## src/rtl/imem_burst_loader.sv

```systemverilog
// imem_burst_loader
//   Avalon-MM burst read master that copies a block of 32-bit words from
//   system memory into the instruction memory write port.
//
//   Ports:
//     clk, reset_n        clock, asynchronous active-low reset
//     start               one-cycle copy request (honoured only when idle)
//     src_addr            source byte address (bits [1:0] forced to 0)
//     dst_addr            first imem word address
//     word_count          words to copy, 0..2^ADDR_WIDTH
//     busy, done          status back to the CSR block
//     avm_*               Avalon-MM burst read master
//     mem_*               imem write port (one word per beat)
module imem_burst_loader #(
  parameter int ADDR_WIDTH  = 12,
  parameter int MAX_BURST   = 256,
  parameter int BURST_WIDTH = 12
) (
  input  logic                   clk,
  input  logic                   reset_n,
  input  logic                   start,
  input  logic [31:0]            src_addr,
  input  logic [ADDR_WIDTH-1:0]  dst_addr,
  input  logic [ADDR_WIDTH:0]    word_count,
  output logic                   busy,
  output logic                   done,
  input  logic                   avm_waitrequest,
  output logic [BURST_WIDTH-1:0] avm_burstcount,
  output logic [31:0]            avm_address,
  output logic                   avm_read,
  input  logic [31:0]            avm_readdata,
  input  logic                   avm_readdatavalid,
  output logic                   mem_write,
  output logic [ADDR_WIDTH-1:0]  mem_addr,
  output logic [31:0]            mem_wdata,
  output logic [3:0]             mem_be
);

  typedef enum logic [1:0] {IDLE, REQ, DATA, FIN} state_t;

  state_t                 state_q;
  logic [31:0]            src_q;
  logic [ADDR_WIDTH-1:0]  dst_q;
  logic [ADDR_WIDTH:0]    rem_q;
  logic [BURST_WIDTH-1:0] burst_q;
  logic [BURST_WIDTH-1:0] beats_q;

  logic [31:0]            src_nxt;
  logic [ADDR_WIDTH:0]    rem_nxt;

  function automatic logic [BURST_WIDTH-1:0] burst_len(input logic [ADDR_WIDTH:0] r);
    if (32'(r) > 32'(MAX_BURST)) return BURST_WIDTH'(MAX_BURST);
    else                         return BURST_WIDTH'(r);
  endfunction

  // Pointer/count values after the current burst completes.
  assign src_nxt = src_q + (32'(burst_q) << 2);
  assign rem_nxt = rem_q - (ADDR_WIDTH+1)'(burst_q);

  assign mem_be = {4{mem_write}};

  always_ff @(posedge clk or negedge reset_n) begin
    if (!reset_n) begin
      state_q        <= IDLE;
      src_q          <= '0;
      dst_q          <= '0;
      rem_q          <= '0;
      burst_q        <= '0;
      beats_q        <= '0;
      busy           <= 1'b0;
      done           <= 1'b0;
      avm_read       <= 1'b0;
      avm_address    <= '0;
      avm_burstcount <= '0;
      mem_write      <= 1'b0;
      mem_addr       <= '0;
      mem_wdata      <= '0;
    end else begin
      mem_write <= 1'b0;
      done      <= 1'b0;
      case (state_q)
        IDLE: begin
          // busy still set here means this is the done cycle; it closes the
          // copy and keeps a start in the same cycle from being honoured.
          if (busy) begin
            busy <= 1'b0;
          end else if (start) begin
            src_q <= src_addr & 32'hFFFF_FFFC;
            dst_q <= dst_addr;
            rem_q <= word_count;
            busy  <= 1'b1;
            if (word_count == '0) begin
              state_q <= FIN;
            end else begin
              state_q        <= REQ;
              avm_read       <= 1'b1;
              avm_address    <= src_addr & 32'hFFFF_FFFC;
              avm_burstcount <= burst_len(word_count);
            end
          end
        end
        REQ: begin
          // Command outputs are registers, so they hold through waitrequest.
          if (!avm_waitrequest) begin
            avm_read       <= 1'b0;
            avm_address    <= '0;
            avm_burstcount <= '0;
            burst_q        <= avm_burstcount;
            beats_q        <= avm_burstcount;
            state_q        <= DATA;
          end
        end
        DATA: begin
          if (avm_readdatavalid) begin
            mem_write <= 1'b1;
            mem_addr  <= dst_q;
            mem_wdata <= avm_readdata;
            dst_q     <= dst_q + ADDR_WIDTH'(1);
            beats_q   <= beats_q - BURST_WIDTH'(1);
            if (beats_q == BURST_WIDTH'(1)) begin
              src_q <= src_nxt;
              rem_q <= rem_nxt;
              if (rem_nxt == '0) begin
                state_q <= FIN;
              end else begin
                // Next command goes out straight after the last beat.
                state_q        <= REQ;
                avm_read       <= 1'b1;
                avm_address    <= src_nxt;
                avm_burstcount <= burst_len(rem_nxt);
              end
            end
          end
        end
        FIN: begin
          // done is registered, so it shows one cycle after FIN is entered:
          // one cycle after the last write, two after a zero-count start.
          done    <= 1'b1;
          state_q <= IDLE;
        end
        default: state_q <= IDLE;
      endcase
    end
  end

endmodule
```

## config.mk

```make
export PLATFORM = sky130hd
export DESIGN_NAME = imem_burst_loader
export DESIGN_NICKNAME = d
export VERILOG_FILES = /design/src/rtl/imem_burst_loader.sv
export SDC_FILE = /design/constraint.sdc
export NUM_CORES = 1
export LEC_CHECK = 0
export ABC_AREA = 1
export CELL_PAD_IN_SITES_DETAIL_PLACEMENT = 0
export CELL_PAD_IN_SITES_GLOBAL_PLACEMENT = 2
export CORE_MARGIN = 2
export CORE_UTILIZATION = 32
export CTS_CLUSTER_DIAMETER = 150
export DETAILED_ROUTE_END_ITERATION = 16
export DONT_BUFFER_PORTS = 1
export PLACE_DENSITY_LB_ADDON = 0.05
export SETUP_SLACK_MARGIN = 0.05
export SLEW_MARGIN = 20
export SYNTH_ARGS = -nofsm -noshare
export SYNTH_HDL_FRONTEND = slang
export SYNTH_SLANG_ARGS = --single-unit
export TNS_END_PERCENT = 10
```

## constraint.sdc

```tcl
create_clock -name clk -period 2.6 [get_ports clk]
set_clock_uncertainty 0.2 [all_clocks]
set_input_delay 0.65 -clock clk [delete_from_list [all_inputs] [get_ports clk]]
set_output_delay 0.65 -clock clk [all_outputs]
set_load 0.01 [all_outputs]
```

**Word-level counts from Yosys, hierarchy flattened**

Index checks and enable logic that the tools add are counted.

- Input bits: 94
- Bits in registers: 175

- $lt $le $gt $ge: 2
- Reductions and logical operators: 13
- Muxes and demuxes: 56
- Bitwise logic cells: 1
- Add/subtract/negate cells: 4
- Equal/unequal tests: 11

Operators by type and width:

| operator | count |
|---|---|
| two-way mux 32 bit | 11 |
| two-way mux 12 bit | 14 |
| one-hot mux 32 bit (3 select lines) | 1 |
| one-hot mux 32 bit (2 select lines) | 1 |
| two-way mux 13 bit | 4 |
| one-hot mux 12 bit (2 select lines) | 2 |
| one-hot mux 12 bit (3 select lines) | 1 |
| adder 32 x 14 -> 32 bit | 1 |
| > comparator 13 x 9 -> 1 bit (second input constant) | 2 |
| logical NOT 13 bit | 2 |
| one-hot mux 13 bit (2 select lines) | 1 |
| two-way mux 2 bit | 7 |
| != test 2 bit (second input constant) | 7 |
| subtractor 13 x 12 -> 13 bit | 1 |
| adder 12 x 1 -> 12 bit (second input constant) | 1 |
| equality test 12 x 1 -> 1 bit (second input constant) | 1 |
| two-way mux 1 bit | 12 |
| subtractor 12 x 1 -> 12 bit (second input constant) | 1 |
| AND reduction 5 bit | 2 |
| one-hot mux 2 bit (4 select lines) | 1 |
| AND reduction 8 bit | 1 |
| equality test 2 bit (second input constant) | 2 |
| AND reduction 2 bit | 2 |
| AND reduction 4 bit | 1 |
| 7 further kinds | 8 |

**Longest topological paths before layout**

Gate-level depths: netlist of run 1.

- Depth in word-level cells: 7
- Depth in mapped cells: 19
- Depth with buffers taken out: 18

**Worst setup path before layout of run 1**

OpenSTA, ideal clock, no wires.

- Path type: register to register
- Start: reg burst_q[0]
- End: reg avm_burstcount[7]
- Path slack: 2 ps
- Data required time: 2284 ps
- Stages on the path, launching flop included: 18
- Arrival: 2282 ps
- Period minus slack after synthesis: 2598 ps
- Cells stage by stage: dfrtp_1 > ha_1 > fa_1 > inv_1 > nand3_1 > nand2_2 > nand2_1 > nand2_1 > nand3_1 > nor2_1 > nand2_1 > nor2_1 > nand3_4 > nand2_8 > inv_4 > buf_6 > nand2_1 > nand2_1

- Word-level cells in the longest chain between the ends: 7
- Elaborated cells between the ends (all ways): 10
- Those cells by class: add/sub: 1; order compare: 1; eq/ne: 1; mux: 5; reduce/logical: 2

Ends and longest elaborated chain:

| element | line | source |
|---|---|---|
| start: declaration | 45 | `logic [BURST_WIDTH-1:0] burst_q;` |
| start signal: assignment | 108 | `burst_q <= avm_burstcount;` |
| subtractor 13 x 12 -> 13 bit * | 58 | `assign rem_nxt = rem_q - (ADDR_WIDTH+1)'(burst_q);` |
| > comparator 13 x 9 -> 1 bit | 52 | `if (32'(r) > 32'(MAX_BURST)) return BURST_WIDTH'(MAX_BURST);` |
| two-way mux 12 bit | 52 |  |
| two-way mux 12 bit | 123 | `if (rem_nxt == '0) begin` |
| two-way mux 12 bit | 120 | `if (beats_q == BURST_WIDTH'(1)) begin` |
| two-way mux 12 bit | 114 | `if (avm_readdatavalid) begin` |
| one-hot mux 12 bit (3 select lines) | 81 | `case (state_q)` |
| end signal: assignment | 98 | `avm_burstcount <= burst_len(word_count);` |
| end signal: assignment | 130 | `avm_burstcount <= burst_len(rem_nxt);` |
| end: declaration | 28 | `output logic [BURST_WIDTH-1:0] avm_burstcount,` |

Mark *: on every way between the ends. The rest lies on a longest branch, timed or not. The select of a mux whose other input is x is not followed.
A chain may end at the register's enable or synchronous reset.

**Worst setup path in the final report of run 1**

- Start: reg burst_q[0]
- End: reg avm_read

- Word-level cells in the longest chain between the ends: 4

Ends and longest elaborated chain:

| element | line | source |
|---|---|---|
| subtractor 13 x 12 -> 13 bit | 58 |  |
| logical NOT 13 bit | 123 |  |
| != test 2 bit (no source line) | -- |  |
| AND reduction 8 bit (no source line) | -- |  |
| end signal: assignment | 72 | `avm_read <= 1'b0;` |
| end signal: assignment | 96 | `avm_read <= 1'b1;` |
| end signal: assignment | 128 | `avm_read <= 1'b1;` |
| end: declaration | 30 | `output logic avm_read,` |

No other way between the ends.

==> impl_metrics.ini, run 1 <==
[placed_design]
place.gp.congestion = 0.795
placed_cell_area_um2 = 11100
place_worst_setup_slack_ns = -0.241
port-buffer-count = 0
dp_hpwl_um = 25300

[sta]
finalSetupViolations = 44
final_hold_viol_count = 171
finalWorstSetupSlack_ns = -0.147
tightest_slew_ns = 0.766
slew-limit-headroom = 0.485
timing.fmax_ghz = 0.364
rsz0062_at_grt = yes
whs_ns = -0.303
post-route-period-util = 1.06
maxSlewViolCount = 0
fin_crit_ns = 2.75

[setup_path]
ff2ff_path_depth = 12
critPathRequiredTime_ns = 2.73
critPathLaunchType = flip-flop
crit_type = reg2reg
ff2ff_setup_slack_ns = -0.15
crit_family = simple AND/OR/NAND/NOR gates
worstReg2RegEnd = avm_read
path_max_fanout = 7
worstPathArrival_ns = 2.87
timing.rr.start = burst_q[0]
path_cells = ha_4 > fa_2 > nand2_1 > nor2_1 > nand3_2 > nor2_2 > nand2_2 > nor2_4 > nand3_4 > nand2_8 > clkbuf_16 > o21ai_1
cp-end-kind = flip-flop
cp_num_buf_inv = 1
critical-path-max-stage-delay_ns = 0.56
cp_slowest_cell = fa_2

[drt]
dr.pass1.iters = 5
via_per_inst = 4.90
vias = 9214
wl_um = 34900
first_iter_violations = 684
final_antenna_net_count = 0
avgRoutedWirePerCell_um = 18.6
route.detailed.drc = 0

[cts]
clk_path_buf_depth = 2
cts_root_buf = clkbuf_16
clk_latency_ns = 0.45
clk_pin_slew_ns = 0.07
numCtsBuffers = 17
cts_sinks = 171
htreeDepth = 4
cts_tree = built

[worst_hold_path]
hold_path_class = in2async

[status]
status = finished, violations left
violations = hold timing, setup timing

[floorplanning]
die_h_um = 182
die_area_um2 = 33100
ios = 190
dieWidth_um = 182
fp-row-count = 65
initial_core_util = 0.323
core-area_um2 = 31400

[layout]
final_area_um2 = 12100
nNetsFinal = 1593
diodes = 0
syn_to_final_growth_pct = 19.0
fillerInstances = 3416
drive_gt1_frac = 0.141

[global_route]
track_usage = 0.215
grt_pass1_vias = 9155
overflow = 0
grt_pass1_wl_um = 54400
grt_max_degree = 172
antenna_found_initial = 0

[logic_synthesis]
synth_area_um2 = 10100
yosys_warnings = 0
synth_cell_types = 52
async_reset_ff_frac = 1.00
synthCells = 1413
synth.avg_cell_area_um2 = 7.17
ys_seq_area_frac = 0.422
synth_edf_count = 0
ys_seq_elements = 171
synth_flop_cell = dfrtp_1

[power_and_ir_drop]
p_leak_nw = 5.91
peakVddDrop_v = 0.000659
powerDensity_nw_per_um2 = 1590

[flow_run]
max-cap-violations = 0
-- sequential cells by signal, summed over array words and instances, names as in the netlist --
name            cells
state_q             2
mem_addr           12
burst_q            12
rem_q              13
src_q              30
done                1
busy                1
mem_write           1
dst_q              12
beats_q            12
avm_burstcount     12
avm_read            1
mem_wdata          32
avm_address        30
-- layer usage --
layer,up-vias,wire length (um),part of all wire,GRT usage
met4,0,607,0.017,0.0594
met3,23,1690,0.048,0.0409
met1,4318,17400,0.50,0.310
met2,207,15200,0.44,0.329
li1,4666,-,-,-
met5,-,0,0,0
-- final cells by class --
type | instances | area [um2] | area share
Inverter | 143 | 557 | 0.0462
Tap cell | 402 | 503 | 0.0417
Timing Repair inverter | 1 | 11.3 | 0.000934
Multi-Input combinational cell | 1040 | 5300 | 0.439
Timing Repair Buffer | 91 | 800 | 0.0663
Sequential cell | 171 | 4280 | 0.355
Clock buffer | 17 | 425 | 0.0353
Clock inverter | 15 | 181 | 0.0150
-- worst reg2reg max path: cells and delay by family (launching register included) --
family                   cells  cell delay [ns]
flip-flops                   1             0.43
adder cells (fa/ha/maj)      2             0.75
buffers and inverters        1             0.18
AND/OR/NAND/NOR              8             1.01
AO/OA/AOI/OAI                1             0.05
-- synthesized netlist by cell type, types with 7 or more instances --
master	number	area (um2)
a21oi_1	96	480
a22oi_1	17	128
a31oi_1	10	62.6
buf_4	7	52.6
buf_6	7	78.8
clkbuf_1	41	154
dfrtp_1	171	4280
ha_1	32	400
inv_1	139	522
nand2_1	485	1820
nand3_1	73	365
nand4_1	18	113
nor2_1	113	424
nor3_1	13	65.1
o211ai_1	7	52.6
o21ai_0	108	541
-- cell usage in the layout, fill, tap and decap left out, types with 5 or more instances in the layout --
master / count
nand2_2: 29
inv_8: 5
buf_12: 7
o211ai_1: 7
o21ai_1: 13
buf_4: 80
a21oi_1: 95
nor2_2: 5
nand3_1: 69
ha_4: 8
nor2_1: 111
inv_1: 138
clkbuf_16: 18
nor3_1: 11
or2_2: 6
ha_1: 20
nand2_1: 459
o21ai_0: 99
dfrtp_1: 170
a31oi_1: 10
nand4_1: 18
a22oi_1: 16
-- logic make-up after synthesis --
logic type	after synthesis	synth area share
compound gates	264	0.144
xor+xnor	6	0.00593
fa+ha+maj	34	0.0435
buf+inv	204	0.0839
flops	171	0.422
mux	1	0.00111
other cells	1	0.000370
simple gates	732	0.299
-- worst max-delay path by stage --
stage	startpoint	to	slack [ns]	depth (start not counted)
after floorplan	burst_q[0]	avm_burstcount[7]	0.05	15
after global placement	burst_q[0]	avm_burstcount[8]	-0.22	16
after detailed placement	burst_q[0]	avm_burstcount[8]	-0.24	16
after CTS	burst_q[0]	avm_read	-0.14	16
after global routing	rem_q[1]	avm_burstcount[5]	-0.25	16
final	burst_q[0]	avm_read	-0.15	12
-- metrics by stage --
stage | utilization | instances | power (mW) | setup TNS [ns]
6_report | 0.384 | 1880 | 19.2 | -4.25
5_1_grt | 0.384 | 1880 | 21.0 | -9.72
4_1_cts | 0.376 | 1876 | 18.9 | -4.39
3_5_place_dp | 0.352 | 1837 | 15.7 | -7.74
3_3_place_gp | 0.352 | 1837 | 15.7 | -6.32
2_1_floorplan | - | 1414 | 11.7 | 0
-- power by group --
group	leakage [nW]	total [mW]	switching (mW)	internal, mW
sequential	2.10	5.17	1.30	3.87
combinational	3.52	11.3	6.82	4.46
clock	0.287	2.71	1.33	1.38
-- timing repair --
item,in CTS,in global routing
setup endpoints to repair,49,62
pin swaps,16,23
setup buffers,5,3
cloned,2,1
gates resized for setup,24,51
hold endpoints to repair,171,171
Note: power is estimated with default switching activity, not from simulation.
==> run 2: changes to the inputs <==
--- a/config.mk
+++ b/config.mk
@@ -7,9 +7,9 @@
 export LEC_CHECK = 0
 export ABC_AREA = 1
 export CELL_PAD_IN_SITES_DETAIL_PLACEMENT = 0
-export CELL_PAD_IN_SITES_GLOBAL_PLACEMENT = 2
+export CELL_PAD_IN_SITES_GLOBAL_PLACEMENT = 1
 export CORE_MARGIN = 2
-export CORE_UTILIZATION = 32
+export CORE_UTILIZATION = 42
 export CTS_CLUSTER_DIAMETER = 150
 export DETAILED_ROUTE_END_ITERATION = 16
 export DONT_BUFFER_PORTS = 1
==> run 2 against run 1 <==
  * The run still ends with hold timing, setup timing left
  * Power shrank 3.8%
  * Non-clock buffer count is 16 lower
  * Sequential cell count did not move
  * Cell count fell by 5.4%
  * Final area is 2.4% lower
  * Register-to-register slack hardly changed
  * Clock-buffer cell count stayed put
  * Worst setup slack better by 0.014 ns
  * Routed wire length shrank 15%
  * Sequential share of layout area grew 0.85 points
  * Largest power group unchanged
==> impl_metrics.ini, run 2 (synthesis gave the netlist of run 1 again) <==
[layout]
nNetsFinal = 1575
largest_reg_flops = 32
final_common_cell = nand2_1
drive_gt1_frac = 0.123
top_register = mem_wdata
reg.largest.list = mem_wdata x32, avm_address x30, src_q x30
fillerInstances = 2451
diodes = 0
finalNonFillerCells = 1779
final_cell_mix = nand2_1, dfrtp_1, inv_1
fin_util = 0.500
syn_to_final_growth_pct = 16.2

[floorplanning]
die_area_um2 = 25400
die_h_um = 159
initial_core_util = 0.430
ios = 190
core-area_um2 = 23500
dieWidth_um = 159
fp-row-count = 56

[placed_design]
place.gp.congestion = 0.848
place_worst_setup_slack_ns = -0.204
dp_hpwl_um = 21400
place_inst = 1739
port-buffer-count = 0

[cts]
clk_pin_slew_ns = 0.08
cts_root_buf = clkbuf_16
cts_tree = built
clk_path_buf_depth = 2
clk_latency_ns = 0.44
htreeDepth = 4
cts_sinks = 171
numCtsBuffers = 17

[setup_path]
critPathLaunchType = flip-flop
ff2ff_path_depth = 17
timing.rr.start = burst_q[0]
cp-end-kind = flip-flop
path_cells = ha_4 > fa_2 > inv_2 > nand3_4 > nand2_4 > nand2_2 > nand2_2 > nand3_2 > nor2_2 > nand2_1 > nor2_2 > nand3_4 > nand2_8 > buf_12 > buf_8 > nand2_1 > o21ai_1
ff2ff_setup_slack_ns = -0.13
worstPathArrival_ns = 2.89
path_max_fanout = 7
critical-path-max-stage-delay_ns = 0.41
critPathRequiredTime_ns = 2.76
crit_type = reg2reg
cp_slowest_cell = dfrtp_1
worstReg2RegEnd = avm_address[6]

[sta]
rsz0062_at_grt = yes
maxSlewViolCount = 0
fin_crit_ns = 2.73
post-route-period-util = 1.05
slew-limit-headroom = 0.643
tightest_slew_ns = 0.536
finalSetupViolations = 44
finalWorstSetupSlack_ns = -0.133
final_hold_viol_count = 171
timing.fmax_ghz = 0.366
whs_ns = -0.303

[drt]
wl_um = 29700
final_antenna_net_count = 0
first_iter_violations = 631
dr.pass1.iters = 5
via_per_inst = 5.11
vias = 9087
avgRoutedWirePerCell_um = 16.7
route.detailed.drc = 0

[global_route]
track_usage = 0.237
antenna_found_initial = 0
grt_max_degree = 172
grt_pass1_wl_um = 48100
overflow = 0
grt_pass1_vias = 8896

[power_and_ir_drop]
powerDensity_nw_per_um2 = 1570
p_leak_nw = 5.86
peakVddDrop_v = 0.000683

[worst_hold_path]
hold_path_class = in2async

[status]
status = finished, violations left
violations = hold timing, setup timing

[flow_run]
max-cap-violations = 0
==> run 2: cell count changes in the layout (fill, tap and decap cells not counted), moves of 3 or more <==
| cell | previous run | this run |
|---|---|---|
| buf_4 | 80 | 61 |
| ha_1 | 20 | 27 |
| ha_4 | 8 | 1 |
| nand2_2 | 29 | 24 |
| clkinvlp_4 | 4 | 1 |
| nand2_1 | 459 | 462 |
==> run 2: cell type report <==
type | instances | area (um2) | area share
clock buffer | 17 | 425 | 0.0361
inverter | 143 | 553 | 0.0470
multi-input combinational | 1039 | 5190 | 0.441
timing repair buffer | 75 | 732 | 0.0622
sequential | 171 | 4280 | 0.363
clock inverter | 15 | 194 | 0.0165
tap | 319 | 399 | 0.0339
==> run 2: critical path: cells and delay by family, from the launching register on <==
| kind | cells | cell delay (ns) |
|---|---|---|
| and+or+nand+nor | 11 | 1.00 |
| AOI/OAI and AO/OA | 1 | 0.08 |
| DFF | 1 | 0.41 |
| buffers and inverters | 3 | 0.35 |
| adders and majority gates | 2 | 0.59 |
==> run 2: where the power goes <==
group	switching [mW]	total, mW	internal (mW)
Combinational	6.45	10.7	4.22
Clock	1.31	2.71	1.40
Sequential	1.19	5.06	3.87
Total	8.94	18.4	9.48
==> run 2: routing by layer <==
| layer | track usage | part of all wire | vias to the layer above |
|---|---|---|---|
| met2 | 0.364 | 0.44 | 221 |
| li1 | - | - | 4633 |
| met3 | 0.0620 | 0.067 | 21 |
| met5 | 0 | 0 | - |
| met4 | 0.0517 | 0.011 | 0 |
| met1 | 0.336 | 0.49 | 4212 |
==> run 2: repair_timing <==
action                                  CTS  global route
setup buffers                             2             4
cloned                                    1             1
resized for setup                        16            51
endpoints found under the setup margin   46            61
hold endpoints to repair                171           171
pin swaps                                 4            26
==> run 2: through the flow <==
stage / cell area, um2 / TNS [ns] / total power, mW
final: 11800 / -4.04 / 18.4
after global routing: 11800 / -10.79 / 20.2
after global placement: 10800 / -4.11 / 14.8
after detailed placement: 10800 / -6.21 / 14.9
after floorplan: 10100 / 0 / 11.7
after CTS: 11600 / -4.12 / 18.0
==> run 2: worst max-delay path by stage <==
stage / from / end / slack (ns)
after floorplan: burst_q[0] / avm_burstcount[7] / 0.05
after CTS: burst_q[0] / avm_address[6] / -0.13
final: burst_q[0] / avm_address[6] / -0.13
after global routing: burst_q[0] / avm_address[6] / -0.31
after global placement: burst_q[0] / avm_burstcount[8] / -0.15
after detailed placement: burst_q[0] / avm_burstcount[8] / -0.20
==> run 3: changes to the inputs <==
--- a/config.mk
+++ b/config.mk
@@ -19,4 +19,4 @@
 export SYNTH_ARGS = -nofsm -noshare
 export SYNTH_HDL_FRONTEND = slang
 export SYNTH_SLANG_ARGS = --single-unit
-export TNS_END_PERCENT = 10
+export TNS_END_PERCENT = 20
==> run 3 against run 2 <==
  * The run still ends with hold timing, setup timing left
  * Global-route usage unchanged
  * Final area about the same
  * Hold slack got worse by 0.00060 ns
  * Sequential power about the same
  * Register-to-register slack about the same
  * Critical path depth decreased by 1
  * Sequential cell count unchanged
  * Combinational power about the same
  * Fmax increased by 0.24%
  * Critical path type unchanged
  * Critical endpoint is now avm_address[3]
==> impl_metrics.ini, run 3 (synthesis gave the netlist of run 1 again) <==
[power_and_ir_drop]
powerDensity_nw_per_um2 = 1570
p_total_mw = 18.4
combPwrFrac = 0.578
p_int_mw = 9.47
peakVddDrop_v = 0.000685
clock_power_share = 0.147
p_seq_frac = 0.275
swShare = 0.486
p_leak_nw = 5.86
switchingPower_mw = 8.95

[global_route]
grt_pass1_vias = 8894
grt_pass1_wl_um = 48100
grt_max_degree = 172
track_usage = 0.237
antenna_found_initial = 0
overflow = 0

[setup_path]
critical-path-max-stage-delay_ns = 0.41
crit_type = reg2reg
cp_slowest_cell = dfrtp_1
path_cells = ha_4 > fa_2 > inv_2 > nand3_4 > nand2_4 > nand2_2 > nand2_2 > nand3_2 > nor2_2 > nand2_1 > nor2_2 > nand3_4 > nand2_8 > buf_12 > clkbuf_16 > o21ai_1
ff2ff_path_depth = 16
critPathRequiredTime_ns = 2.72
worstPathArrival_ns = 2.85
cp-end-kind = flip-flop
worstReg2RegEnd = avm_address[3]
timing.rr.start = burst_q[0]
critPathLaunchType = flip-flop
path_max_fanout = 7
ff2ff_setup_slack_ns = -0.13

[drt]
route.detailed.drc = 0
via_per_inst = 5.11
dr.pass1.iters = 5
wl_um = 29700
first_iter_violations = 588
avgRoutedWirePerCell_um = 16.7
final_antenna_net_count = 0
vias = 9081

[floorplanning]
core-area_um2 = 23500
fp-row-count = 56
ios = 190
die_area_um2 = 25400
die_h_um = 159
initial_core_util = 0.430
dieWidth_um = 159

[status]
status = finished, violations left
violations = hold timing, setup timing

[placed_design]
port-buffer-count = 0
dp_hpwl_um = 21400
place.gp.congestion = 0.848

[cts]
cts_tree = built
numCtsBuffers = 17
clk_pin_slew_ns = 0.08
htreeDepth = 4
clk_path_buf_depth = 2
clk_latency_ns = 0.44
cts_sinks = 171
cts_root_buf = clkbuf_16

[layout]
syn_to_final_growth_pct = 16.1
multi_input_area_um2 = 5190
diodes = 0
final_cell_mix = nand2_1, dfrtp_1, inv_1
nNetsFinal = 1574
largest_reg_flops = 32
top_register = mem_wdata
final_common_cell = nand2_1
reg.largest.list = mem_wdata x32, avm_address x30, src_q x30
fillerInstances = 2454
drive_gt1_frac = 0.121
seqCellArea_um2 = 4280

[sta]
finalWorstSetupSlack_ns = -0.127
maxSlewViolCount = 0
post-route-period-util = 1.05
slew-limit-headroom = 0.643
whs_ns = -0.303
fin_crit_ns = 2.73
timing.fmax_ghz = 0.367
finalSetupViolations = 44
tightest_slew_ns = 0.535
rsz0062_at_grt = yes
final_hold_viol_count = 171

[flow_run]
max-cap-violations = 0

[worst_hold_path]
hold_path_class = in2async
## run 3: through the flow
step | cells | utilization | setup slack (ns) | setup TNS, ns | instance area [um2]
2_1_floorplan | 1414 | - | 0.0509 | 0 | 10100
3_3_place_gp | 1739 | 0.459 | -0.150 | -4.11 | 10800
3_5_place_dp | 1739 | 0.459 | -0.204 | -6.21 | 10800
4_1_cts | 1775 | 0.492 | -0.119 | -3.37 | 11600
5_1_grt | 1778 | 0.500 | -0.301 | -10.62 | 11800
6_report | 1778 | 0.500 | -0.127 | -3.83 | 11800
## run 3: layer usage
layer / vias to the layer above / wire, um / part of all wire / global-route usage
li1: 4630 / - / - / -
met2: 218 / 12900 / 0.44 / 0.364
met1: 4212 / 14500 / 0.49 / 0.336
met5: - / 0 / 0 / 0
met4: 0 / 312 / 0.011 / 0.0517
met3: 21 / 1920 / 0.065 / 0.0620
## run 3: final cells by class
class                           instances  share of cell area
Multi-Input combinational cell       1039               0.441
Sequential cell                       171               0.364
Timing Repair Buffer                   74              0.0616
Inverter                              143              0.0470
Clock buffer                           17              0.0362
Tap cell                              319              0.0339
Clock inverter                         15              0.0165
## run 3: worst max-delay path, delay by kind of cell, from the launching register on
| kind | cells | cell delay [ns] |
|---|---|---|
| AND/OR/NAND/NOR | 10 | 0.95 |
| adder cells (fa/ha/maj) | 2 | 0.59 |
| AO/OA/AOI/OAI | 1 | 0.05 |
| buffers and inverters | 3 | 0.38 |
| flip-flops | 1 | 0.41 |
## run 3: worst max-delay path by stage
stage	startpoint	end	slack, ns	cells after the start
after floorplan	burst_q[0]	avm_burstcount[7]	0.05	15
after global placement	burst_q[0]	avm_burstcount[8]	-0.15	16
after detailed placement	burst_q[0]	avm_burstcount[8]	-0.20	16
after CTS	burst_q[0]	avm_address[6]	-0.12	15
after global routing	burst_q[0]	avm_address[6]	-0.30	17
final	burst_q[0]	avm_address[3]	-0.13	16
## run 3: what timing repair did
action,4_1_cts,5_1_grt
setup buffers,3,2
cloned,1,1
pin swaps,4,32
endpoints found under the setup margin,46,61
resized for setup,18,48
hold endpoints to repair,171,171
## run 3: power groups by stage
stage	combinational, mW	sequential [mW]	clock, mW
after floorplan	6.93	4.81	0
after global placement	9.66	5.10	0
after detailed placement	9.76	5.12	0
after CTS	10.3	5.07	2.75
after global routing	12.0	5.22	2.87
final	10.6	5.06	2.71
